$ cat config.mk
export PLATFORM = sky130hd
export DESIGN_NAME = lsf_hist_seq
export DESIGN_NICKNAME = d
export VERILOG_FILES = /design/src/rtl/lsf_hist_pkg.sv /design/src/rtl/lsf_hist_seq.sv
export SDC_FILE = /design/constraint.sdc
export NUM_CORES = 1
export LEC_CHECK = 0
export CAP_MARGIN = 20
export CORE_MARGIN = 4
export CORE_UTILIZATION = 40
export DETAILED_ROUTE_END_ITERATION = 12
export PLACE_DENSITY = 0.83
export SYNTH_ARGS = -nofsm -noshare
export SYNTH_HDL_FRONTEND = slang
export SYNTH_SLANG_ARGS = --single-unit
$ cat constraint.sdc
create_clock -name clk -period 4.95 [get_ports clk]
set_input_delay 1.2375 -clock clk [delete_from_list [all_inputs] [get_ports clk]]
set_output_delay 1.2375 -clock clk [all_outputs]
set_load 0.02 [all_outputs]
$ cat src/rtl/lsf_hist_pkg.sv
`default_nettype none
// ============================================================================
//  Module      : lsf_hist_pkg
//  Description : Shared types and constants for the LSF r-bin histogram
//                event sequencer.
//  Revision    : 1.0 - initial release
// ============================================================================
package lsf_hist_pkg;

    localparam int LSF_HIST_CNT_W   = 4;
    localparam int LSF_HIST_LAT     = 3;
    localparam int LSF_HIST_RBIN_W  = 7;
    localparam int LSF_HIST_NHITS_W = 6;

    typedef enum logic [2:0] {
        ST_IDLE   = 3'd0,
        ST_ACCUM  = 3'd1,
        ST_DRAIN  = 3'd2,
        ST_OUTPUT = 3'd3,
        ST_CLEAR  = 3'd4
    } lsf_hist_state_t;

    typedef struct packed {
        logic [LSF_HIST_RBIN_W-1:0]  rbin;
        logic [LSF_HIST_CNT_W-1:0]   count;
        logic [LSF_HIST_NHITS_W-1:0] nhits;
        logic                        found;
        logic                        overflow;
    } lsf_hist_res_t;

endpackage
`default_nettype wire

$ cat src/rtl/lsf_hist_seq.sv
`default_nettype none
// ============================================================================
//  Module      : lsf_hist_seq
//  Description : Per-event sequencer around the LSF r-bin histogram: forwards
//                hits, tracks the running peak, drains, reports, clears.
//  Revision    : 1.0 - initial release
// ============================================================================
module lsf_hist_seq
    import lsf_hist_pkg::*;
#(
    parameter int RBIN_WIDTH   = 8,
    parameter int MAX_HITS     = 32,
    parameter int DRAIN_CYCLES = 5,
    parameter int MIN_COUNT    = 3
) (
    input  logic                            clk,
    input  logic                            rst_n,
    input  logic [RBIN_WIDTH-1:0]           in_r_bin_0,
    input  logic [RBIN_WIDTH-1:0]           in_r_bin_1,
    input  logic                            in_vld,
    input  logic                            in_last,
    output logic                            in_ready,
    input  logic                            flush,
    output logic [RBIN_WIDTH-1:0]           r_bin_0,
    output logic [RBIN_WIDTH-1:0]           r_bin_1,
    output logic                            r_bin_vld,
    output logic                            enable_V,
    output logic                            reset_rbins,
    input  logic [RBIN_WIDTH-2:0]           local_max_rbin,
    input  logic [LSF_HIST_CNT_W-1:0]       local_max_count,
    input  logic                            local_max_vld,
    output logic [RBIN_WIDTH-2:0]           res_rbin,
    output logic [LSF_HIST_CNT_W-1:0]       res_count,
    output logic [$clog2(MAX_HITS+1)-1:0]   res_nhits,
    output logic                            res_found,
    output logic                            res_overflow,
    output logic                            res_vld,
    input  logic                            res_ready
);

    localparam int NHITS_W = $clog2(MAX_HITS+1);
    localparam int DRAIN_W = $clog2(DRAIN_CYCLES+1);

    localparam logic [NHITS_W-1:0]        c_max_hits   = NHITS_W'(MAX_HITS);
    localparam logic [LSF_HIST_CNT_W-1:0] c_min_count  = LSF_HIST_CNT_W'(MIN_COUNT);
    localparam logic [DRAIN_W-1:0]        c_drain_load = DRAIN_W'(DRAIN_CYCLES);
    localparam logic [DRAIN_W-1:0]        c_drain_one  = DRAIN_W'(1);

    lsf_hist_state_t             r_state;
    lsf_hist_state_t             w_state_nxt;
    logic [DRAIN_W-1:0]          r_drain_cnt;
    logic [NHITS_W-1:0]          r_nhits;
    logic                        r_overflow;
    logic [RBIN_WIDTH-2:0]       r_best_rbin;
    logic [LSF_HIST_CNT_W-1:0]   r_best_count;

    logic w_accept;
    logic w_flush;
    logic w_take;
    logic w_fwd;
    logic w_drop;
    logic w_capture;

    assign w_accept  = in_vld & in_ready;
    assign w_flush   = flush & ((r_state == ST_ACCUM) | (r_state == ST_DRAIN) |
                                (r_state == ST_OUTPUT));
    // A flushed beat is handshaken but neither forwarded nor counted.
    assign w_take    = w_accept & ~w_flush;
    assign w_fwd     = w_take & (r_nhits < c_max_hits);
    assign w_drop    = w_take & ~(r_nhits < c_max_hits);
    assign w_capture = local_max_vld & ((r_state == ST_ACCUM) | (r_state == ST_DRAIN));

    always_ff @(posedge clk or negedge rst_n) begin
        if (!rst_n) begin
            r_state <= ST_IDLE;
        end else begin
            r_state <= w_state_nxt;
        end
    end

    always_comb begin
        w_state_nxt = r_state;
        case (r_state)
            ST_IDLE: begin
                if (w_accept) w_state_nxt = in_last ? ST_DRAIN : ST_ACCUM;
            end
            ST_ACCUM: begin
                if (w_flush)       w_state_nxt = ST_CLEAR;
                else if (w_accept) w_state_nxt = in_last ? ST_DRAIN : ST_ACCUM;
            end
            ST_DRAIN: begin
                if (w_flush)                         w_state_nxt = ST_CLEAR;
                else if (r_drain_cnt == c_drain_one) w_state_nxt = ST_OUTPUT;
            end
            ST_OUTPUT: begin
                if (w_flush || res_ready) w_state_nxt = ST_CLEAR;
            end
            ST_CLEAR:  w_state_nxt = ST_IDLE;
            default:   w_state_nxt = ST_IDLE;
        endcase
    end

    always_comb begin
        in_ready    = 1'b0;
        enable_V    = 1'b0;
        reset_rbins = 1'b0;
        res_vld     = 1'b0;
        case (r_state)
            ST_IDLE, ST_ACCUM: begin
                in_ready = 1'b1;
                enable_V = 1'b1;
            end
            ST_DRAIN:  enable_V    = 1'b1;
            ST_OUTPUT: res_vld     = 1'b1;
            ST_CLEAR:  reset_rbins = 1'b1;
            default: ;
        endcase
    end

    always_ff @(posedge clk or negedge rst_n) begin
        if (!rst_n) begin
            r_bin_0      <= '0;
            r_bin_1      <= '0;
            r_bin_vld    <= 1'b0;
            r_drain_cnt  <= '0;
            r_nhits      <= '0;
            r_overflow   <= 1'b0;
            r_best_rbin  <= '0;
            r_best_count <= '0;
        end else begin
            r_bin_vld <= w_fwd;
            if (w_fwd) begin
                r_bin_0 <= in_r_bin_0;
                r_bin_1 <= in_r_bin_1;
            end

            if (w_take && in_last) begin
                r_drain_cnt <= c_drain_load;
            end else if (r_state == ST_DRAIN && r_drain_cnt != '0) begin
                r_drain_cnt <= r_drain_cnt - c_drain_one;
            end

            if (r_state == ST_CLEAR) begin
                r_nhits      <= '0;
                r_overflow   <= 1'b0;
                r_best_rbin  <= '0;
                r_best_count <= '0;
            end else begin
                if (w_fwd)  r_nhits    <= r_nhits + NHITS_W'(1);
                if (w_drop) r_overflow <= 1'b1;
                // Histogram maxima arrive strictly increasing, so the latest wins.
                if (w_capture) begin
                    r_best_rbin  <= local_max_rbin;
                    r_best_count <= local_max_count;
                end
            end
        end
    end

    assign res_rbin     = r_best_rbin;
    assign res_count    = r_best_count;
    assign res_nhits    = r_nhits;
    assign res_found    = (r_best_count >= c_min_count);
    assign res_overflow = r_overflow;

endmodule
`default_nettype wire

# Word level (Yosys, flattened, before mapping)
# Cells that the tools add are included.
[word_totals] output_inout_bits=40 register_bits=41 inputBits=34 wordCells=63
[classes] mux=21 eq_ne=7 reduce_logical=12 addsub=2 order_cmp=2 bitwise=10
[ops] operator="$mux 3" n=7
[ops] operator="$mux 7" n=2
[ops] operator="$mux 6" n=2
[ops] operator="$pmux 3 s4" n=1
[ops] operator="$mux 4" n=2
[ops] operator="$reduce_bool 2->1" n=4
[ops] operator="$add 6x1->6 const B" n=1
[ops] operator="$and 1x1->1" n=6
[ops] operator="$eq 3x1->1 const B" n=2
[ops] operator="$eq 3x2->1 const B" n=2
[ops] operator="$lt 6x6->1 const B" n=1
[ops] operator="$mux 1" n=6
[ops] operator="$ge 4x2->1 const B" n=1
[ops] operator="$eq 3x3->1 const B" n=1
[ops] operator="$logic_not 3->1" n=1
[ops] operator="$ne 3x2->1 const B" n=1
[ops] operator="$reduce_bool 3->1" n=1
[ops] operator="$reduce_or 3->1" n=1
[ops] operator="$sub 3x1->3 const B" n=1
[ops] operator="$logic_and 1x1->1" n=2
[ops] operator="$mux 2" n=1
[ops] operator="$ne 2x1->1 const B" n=1
[ops] operator="$not 1->1" n=2
[ops] operator="$or 1x1->1" n=2
[ops] operator="3 further kinds" n=3

# Longest topological paths before layout
# Gate-level depths: netlist of the first run.
[logic_depth] depth_word=9 ltp_mapped=6 mapped_depth_nobuf=6

# Worst setup path after synthesis of the first run
# Ideal clock, no wire load.
[synth_timing] path_type="flip-flop to output port" startpoint="reg r_state[1]" endpoint="out reset_rbins" required_ps=3713 n_path_buf=3 arrival_ps=1373 setup_slack_ps=2340 stages_incl_launch_ff=6 cell_sequence="dfrtp_1 -> buf_2 -> or3b_1 -> clkbuf_1 -> inv_2 -> buf_2"
[synth_via] elab_chain_len=2
[synth_lines] element="start, declared" line="lsf_hist_seq.sv:49" text="lsf_hist_state_t r_state;"
[synth_lines] element="start signal, assigned" line="lsf_hist_seq.sv:77" text="r_state <= w_state_nxt;"
[synth_lines] element="$eq 3x3->1" line="lsf_hist_seq.sv:108" text="case (r_state)"
[synth_lines] element="$mux 1" line="lsf_hist_seq.sv:108"
[synth_lines] element="end, declared" line="lsf_hist_seq.sv:28" text="output logic reset_rbins,"
# Every way passes these cells.

# Worst setup path in the final report of the first run
[layout_timing] startpoint="reg r_state[2]" endpoint="out reset_rbins"
# Same word-level chain as after synthesis.

==> flow_metrics.env, run 1 <==
export IMPL_antenna_found_initial=0
export IMPL_cp_data_arrival_time_ns=2.30
export IMPL_n_antenna_cell=0
export IMPL_rrSetupSlack_ns=3.01
export IMPL_syn_nets=208
export IMPL_cp_required_ns=3.71
export IMPL_drt_vias_per_instance=5.17
export IMPL_worst_pin_slew_ns=0.886
export IMPL_finalClockSkew_ns=0.00537
export IMPL_nNetsFinal=278
export IMPL_cts_made_buffers=5
export IMPL_wl_per_cell_um=14.3
export IMPL_dp_hpwl_um=3120
export IMPL_drc_errors=0
export IMPL_clockBufferDepth=2
export IMPL_yosys_top_cells_area="dfrtp_1 (53%), mux2_4 (7.0%), nand3_1 (4.2%)"
export IMPL_slowest_stage="clkdlybuf4s50_1"
export IMPL_report_final_slew_viol_count=0
export IMPL_dr_pass1_iters=4
export IMPL_clkTransAtPathRegs_ns=0.08
export IMPL_cts_hold_fix_buffers=0
export IMPL_cts_resized=0
export IMPL_cp_max_fo=12
export IMPL_ctsRootBufferMaster="clkbuf_8"
export IMPL_fin_tns_setup_ns=0
export IMPL_drv_cap=0
export IMPL_fp_dieArea_sq_um=5980
export IMPL_num_vias=1515
export IMPL_min_period_ns=3.54
export IMPL_critical_path_max_stage_delay_ns=0.65
export IMPL_setup_violations=0
export IMPL_ys_warn_count=0
export IMPL_hold_start="r_bin_0[2]"
export IMPL_power_per_cell_area_nw_per_um2=657
export IMPL_peakVddDrop_mv=0.318
export IMPL_grt_max_degree=42
export IMPL_port_buffers=73
export IMPL_rr_worst_depth=3
export IMPL_reg2reg_to="r_bin_1[7]"
export IMPL_cts_setup_buffers=0
export IMPL_cts_tree="built"
export IMPL_synth_largest_area_cell="dfrtp_1"
export IMPL_final_hold_viol_count=0
export IMPL_wirelength_um=4180
export IMPL_rsz0062_at_grt="false"
export IMPL_fp_row_count=24
export IMPL_initial_core_util_pct=42.7
export IMPL_syn_avg_cell_area_sq_um=11.3
export IMPL_final_common_cell="clkdlybuf4s50_1"
export IMPL_hold_depth=1
export IMPL_layout_common_cells="clkdlybuf4s50_1 (72), dfrtp_1 (41), nand3_1 (16)"
export IMPL_core_sq_um=4500
export IMPL_ys_seq_elements=41
export IMPL_timing_rr_start="r_state[0]"
export IMPL_endpoint_kind="primary output"
export IMPL_syn2layout_area_growth_pct=44.4
export IMPL_status="completed"
export IMPL_period_share_pct=71.6
export IMPL_worst_skew_pair_late_latency_ns=0.29
export IMPL_p_leak_nw=1.22
export IMPL_grt_pass1_vias=1536
export IMPL_synth_top_area_share_pct=53.4
export IMPL_max_freq_mhz=282
export IMPL_die_h_um=77.3
export IMPL_synth_cell_types=36
export IMPL_clock_sinks=41
export IMPL_place_congestion=0.770
export IMPL_gr_total_overflow=0
export IMPL_grt_use_total_pct=14.9
export IMPL_worstHoldPathType="reg2reg"
export IMPL_ys_seq_area_share_pct=53.4
export IMPL_crit_path_start_kind="register"
export IMPL_die_w_um=77.3
export IMPL_io_pins=74
export IMPL_relSlewSlack_pct=40.9
export IMPL_cp_cell_sequence="or3b_1, inv_2, clkdlybuf4s50_1"
export IMPL_crit_type="reg2out"
export IMPL_worstHoldEndpoint="r_bin_0[2]"
export IMPL_drive_gt1_share_pct=12.9
export IMPL_synthCells=170
export IMPL_ant_nets=0
export IMPL_syn_area_sq_um=1920
export IMPL_htree_levels=2
export IMPL_grt_pass1_wl_um=7220
export IMPL_drt_iter0_drc=68
export IMPL_dp_slack_ns=1.72
export IMPL_timing_final_ws_setup_ns=1.41
## worst max path at each step
stage | cells past startpoint | from | endpoint | slack [ns]
finish | 3 | r_state[2] | reset_rbins | 1.41
global placement | 3 | r_state[0] | reset_rbins | 1.78
CTS | 3 | r_state[0] | reset_rbins | 1.40
floorplan | 5 | r_state[1] | reset_rbins | 2.34
global route | 3 | r_state[2] | reset_rbins | 1.26
detailed placement | 3 | r_state[0] | reset_rbins | 1.72
## layout make-up
| cell class | instances | area (sq um) |
|---|---|---|
| Clock buffer | 6 | 82.6 |
| Clock inverter | 2 | 37.5 |
| Fill cell | 359 | 1730 |
| Inverter | 7 | 26.3 |
| Multi-Input combinational cell | 112 | 812 |
| Sequential cell | 41 | 1030 |
| Tap cell | 52 | 65.1 |
| Timing Repair Buffer | 73 | 726 |
## synthesized netlist by cell type
| cell | count |
|---|---|
| o211ai_1 | 7 |
| buf_6 | 2 |
| a31oi_1 | 1 |
| clkbuf_1 | 4 |
| or4_4 | 1 |
| mux2_4 | 9 |
| xor2_1 | 1 |
| nand3_1 | 16 |
| nor3b_1 | 1 |
| nand2_1 | 15 |
| a211o_1 | 2 |
| nor3_1 | 1 |
| a21oi_2 | 1 |
| or3b_1 | 1 |
| ha_1 | 4 |
| nand4_1 | 1 |
| a211oi_2 | 1 |
| dfrtp_1 | 41 |
| mux2i_1 | 2 |
| nand2_2 | 1 |
| inv_1 | 6 |
| inv_2 | 1 |
| or3_1 | 1 |
| nor2_1 | 3 |
| nand2b_1 | 3 |
| a21oi_1 | 12 |
| o31ai_1 | 1 |
| buf_2 | 4 |
| nor4b_2 | 1 |
| and4_1 | 1 |
| mux2_2 | 7 |
| nor2b_1 | 5 |
| o211a_1 | 1 |
| o21ai_0 | 9 |
| o2111ai_1 | 1 |
| xnor2_1 | 2 |
## power by group
part / leakage, nW / internal, mW / switching, mW
Clock: 0.0574 / 0.164 / 0.115
Sequential: 0.510 / 0.483 / 0.124
Combinational: 0.650 / 0.478 / 0.462
Total: 1.22 / 1.12 / 0.700
## worst max-delay path, delay by kind of cell (launching register included)
kind / cells / cell delay (ns)
buffers and inverters: 2 / 0.89
flip-flops: 1 / 0.57
AND/OR/NAND/NOR: 1 / 0.55
## routing by layer
layer | routed length [um] | part of all wire (%) | vias to the layer above | GRT usage [%]
met5 | 0 | 0 | - | 0
met4 | 38 | 0.91 | 0 | 3.74
met3 | 350 | 8.4 | 5 | 6.09
met2 | 1940 | 46 | 56 | 23.5
met1 | 1850 | 44 | 712 | 19.2
li1 | - | - | 742 | -
## kinds of logic (layout without fill, tap and decap cells)
family          Yosys count  in the layout  share of synthesized area [%]
simple gates             51             51                           14.2
mux                      18             18                           12.2
compound gates           36             36                           11.9
xor+xnor                  3              3                           1.37
flops                    41             41                           53.4
fa+ha+maj                 4              4                           2.60
buf+inv                  17             88                           4.36
## through the flow
step,power [mW],utilization (%),instance area [sq um],cells,hold slack (ns)
2_1_floorplan,1.18,-,1920,170,0.495
3_3_place_gp,1.54,58.9,2660,285,0.488
3_5_place_dp,1.56,58.9,2660,285,0.493
4_1_cts,1.85,61.6,2780,293,0.511
5_1_grt,1.95,61.6,2780,293,0.525
6_report,1.82,61.6,2780,293,0.508
## state kept, by name, summed over array words and instances, names as in the netlist
register	cells
r_bin_0	8
r_bin_1	8
res_rbin	7
res_nhits	6
res_count	4
r_drain_cnt	3
r_state	3
r_bin_vld	1
res_overflow	1
No activity file was read; power rests on OpenSTA's default activity.
==> run 2, diff against run 1 <==
--- a/config.mk
+++ b/config.mk
@@ -7,9 +7,9 @@
 export LEC_CHECK = 0
 export CAP_MARGIN = 20
 export CORE_MARGIN = 4
-export CORE_UTILIZATION = 40
+export CORE_UTILIZATION = 39
 export DETAILED_ROUTE_END_ITERATION = 12
-export PLACE_DENSITY = 0.83
+export PLACE_DENSITY = 0.84
 export SYNTH_ARGS = -nofsm -noshare
 export SYNTH_HDL_FRONTEND = slang
 export SYNTH_SLANG_ARGS = --single-unit
==> constraint.sdc (replaced) <==
create_clock -name clk -period 2.86 [get_ports clk]
set_input_delay 0.715 -clock clk [delete_from_list [all_inputs] [get_ports clk]]
set_output_delay 0.715 -clock clk [all_outputs]
set_load 0.02 [all_outputs]
==> run 2 against run 1 <==
Routed wire length increased by 4.1%. Count of clock-buffer cells in the layout decreased by 1. First-iteration DRC count increased by 51%. Global-route usage increased by 0.72 points. Sequential share of layout area decreased by 0.91 points. Hold slack got worse by 0.0024 ns. Non-clock buffer count increased by 5. Die area increased by 2.3%. Via count increased by 2.2%. Critical path depth unchanged. Sequential power increased by 65%. Critical endpoint unchanged.
==> flow_metrics.env, run 2 (same netlist as run 1, synthesis figures left out) <==
export IMPL_status="completed"
export IMPL_die_w_um=78.2
export IMPL_top_layer="met4"
export IMPL_grt_max_degree=42
export IMPL_dp_slack_ns=0.374
export IMPL_htree_levels=2
export IMPL_wirelength_um=4350
export IMPL_drc_errors=0
export IMPL_ant_nets=0
export IMPL_syn2layout_area_growth_pct=48.0
export IMPL_drv_cap=0
export IMPL_endpoint_kind="primary output"
export IMPL_dr_pass1_iters=4
export IMPL_layout_common_cells="clkdlybuf4s50_1 (72), dfrtp_1 (41), nand3_1 (16)"
export IMPL_p_leak_nw=1.25
export IMPL_power_per_cell_area_nw_per_um2=1150
export IMPL_worstHoldPathType="reg2reg"
export IMPL_wl_met3_um=508
export IMPL_routedLengthMet1_um=1840
export IMPL_clkTransAtPathRegs_ns=0.07
export IMPL_cp_required_ns=2.14
export IMPL_clock_sinks=41
export IMPL_crit_type="reg2out"
export IMPL_cts_tree="built"
export IMPL_worst_pin_slew_ns=0.876
export IMPL_relSlewSlack_pct=41.6
export IMPL_peakVddDrop_mv=0.642
export IMPL_setup_violations=0
export IMPL_gr_total_overflow=0
export IMPL_io_pins=74
export IMPL_min_period_ns=2.63
export IMPL_finalClockSkew_ns=0.00566
export IMPL_fin_util_pct=59.8
export IMPL_cts_setup_buffers=0
export IMPL_worst_skew_pair_late_latency_ns=0.29
export IMPL_cts_made_buffers=5
export IMPL_rsz0062_at_grt="false"
export IMPL_grt_use_total_pct=15.6
export IMPL_n_antenna_cell=0
export IMPL_place_congestion=0.764
export IMPL_die_h_um=78.2
export IMPL_fin_tns_setup_ns=0
export IMPL_dp_hpwl_um=3210
export IMPL_cts_hold_fix_buffers=0
export IMPL_final_common_cell="clkdlybuf4s50_1"
export IMPL_wl_met2_um=1960
export IMPL_report_final_slew_viol_count=0
export IMPL_core_sq_um=4750
export IMPL_wl_per_cell_um=13.9
export IMPL_ctsRootBufferMaster="clkbuf_8"
export IMPL_port_buffers=73
export IMPL_grt_pass1_vias=1657
export IMPL_timing_final_ws_setup_ns=0.233
export IMPL_nNetsFinal=283
export IMPL_clockBufferDepth=2
export IMPL_fp_dieArea_sq_um=6120
export IMPL_stdcell_count=313
export IMPL_fp_row_count=25
export IMPL_initial_core_util_pct=40.4
export IMPL_num_vias=1548
export IMPL_period_share_pct=91.9
export IMPL_final_hold_viol_count=0
export IMPL_drive_gt1_share_pct=14.6
export IMPL_crit_path_start_kind="register"
export IMPL_drt_iter0_drc=103
export IMPL_grt_pass1_wl_um=7690
export IMPL_cts_resized=0
export IMPL_antenna_found_initial=0
export IMPL_cp_max_fo=11
export IMPL_drt_vias_per_instance=4.95
export IMPL_placedCellCount=305
export IMPL_max_freq_mhz=381
export IMPL_cp_data_arrival_time_ns=1.91
==> run 2: changes by cell type in the layout (fill, tap and decap cells not counted) <==
cell        previous run  this run
buf_4                  0         5
clkinvlp_4             1         0
bufinv_16              1         2
clkinv_2               0         1
clkbuf_8               6         5
==> run 2: worst max-delay path: stages, from the launching register on <==
cell             delay (ns)
dfrtp_1                0.38
or3b_1                 0.40
inv_2                  0.20
clkdlybuf4s50_1        0.64
==> run 2: path summary, 6_finish.rpt <==
kind	startpoint	end	slack (ns)	cells after the start
max	r_state[1]	reset_rbins	0.23	3
min reg2reg	r_bin_0[5]	r_bin_0[5]	0.51	1
max reg2reg	r_state[2]	r_bin_1[6]	1.23	4
min in group asynchronous	rst_n	r_state[1]	0.53	1
max in group asynchronous	rst_n	res_nhits[5]	1.77	1
min	r_bin_0[5]	r_bin_0[5]	0.51	1
==> run 2: metal layers <==
layer / vias to the layer above / GRT usage, %
met5: - / 0
met1: 722 / 19.0
li1: 745 / -
met2: 75 / 24.9
met3: 6 / 7.80
met4: 0 / 3.67
==> run 2: cell type report <==
class                      instances  area (sq um)
multi-input combinational        112           812
inverter                           7          26.3
fill                             440          1910
sequential                        41          1030
timing repair buffer              78           763
clock buffer                       5          68.8
tap                               67          83.8
clock inverter                     3          65.1
==> run 2: stage by stage <==
step,total power [mW],area [sq um],hold WS [ns]
2_1_floorplan,2.05,1920,0.419
3_3_place_gp,2.72,2710,0.488
3_5_place_dp,2.77,2710,0.492
4_1_cts,3.33,2850,0.510
5_1_grt,3.51,2850,0.528
6_report,3.28,2850,0.506
==> run 2: report_power, final <==
| part | internal (mW) | leakage (nW) | switching, mW | total (mW) |
|---|---|---|---|---|
| combinational | 0.867 | 0.675 | 0.870 | 1.74 |
| sequential | 0.836 | 0.510 | 0.163 | 0.999 |
| clock | 0.347 | 0.0681 | 0.199 | 0.546 |
| total | 2.05 | 1.25 | 1.23 | 3.28 |
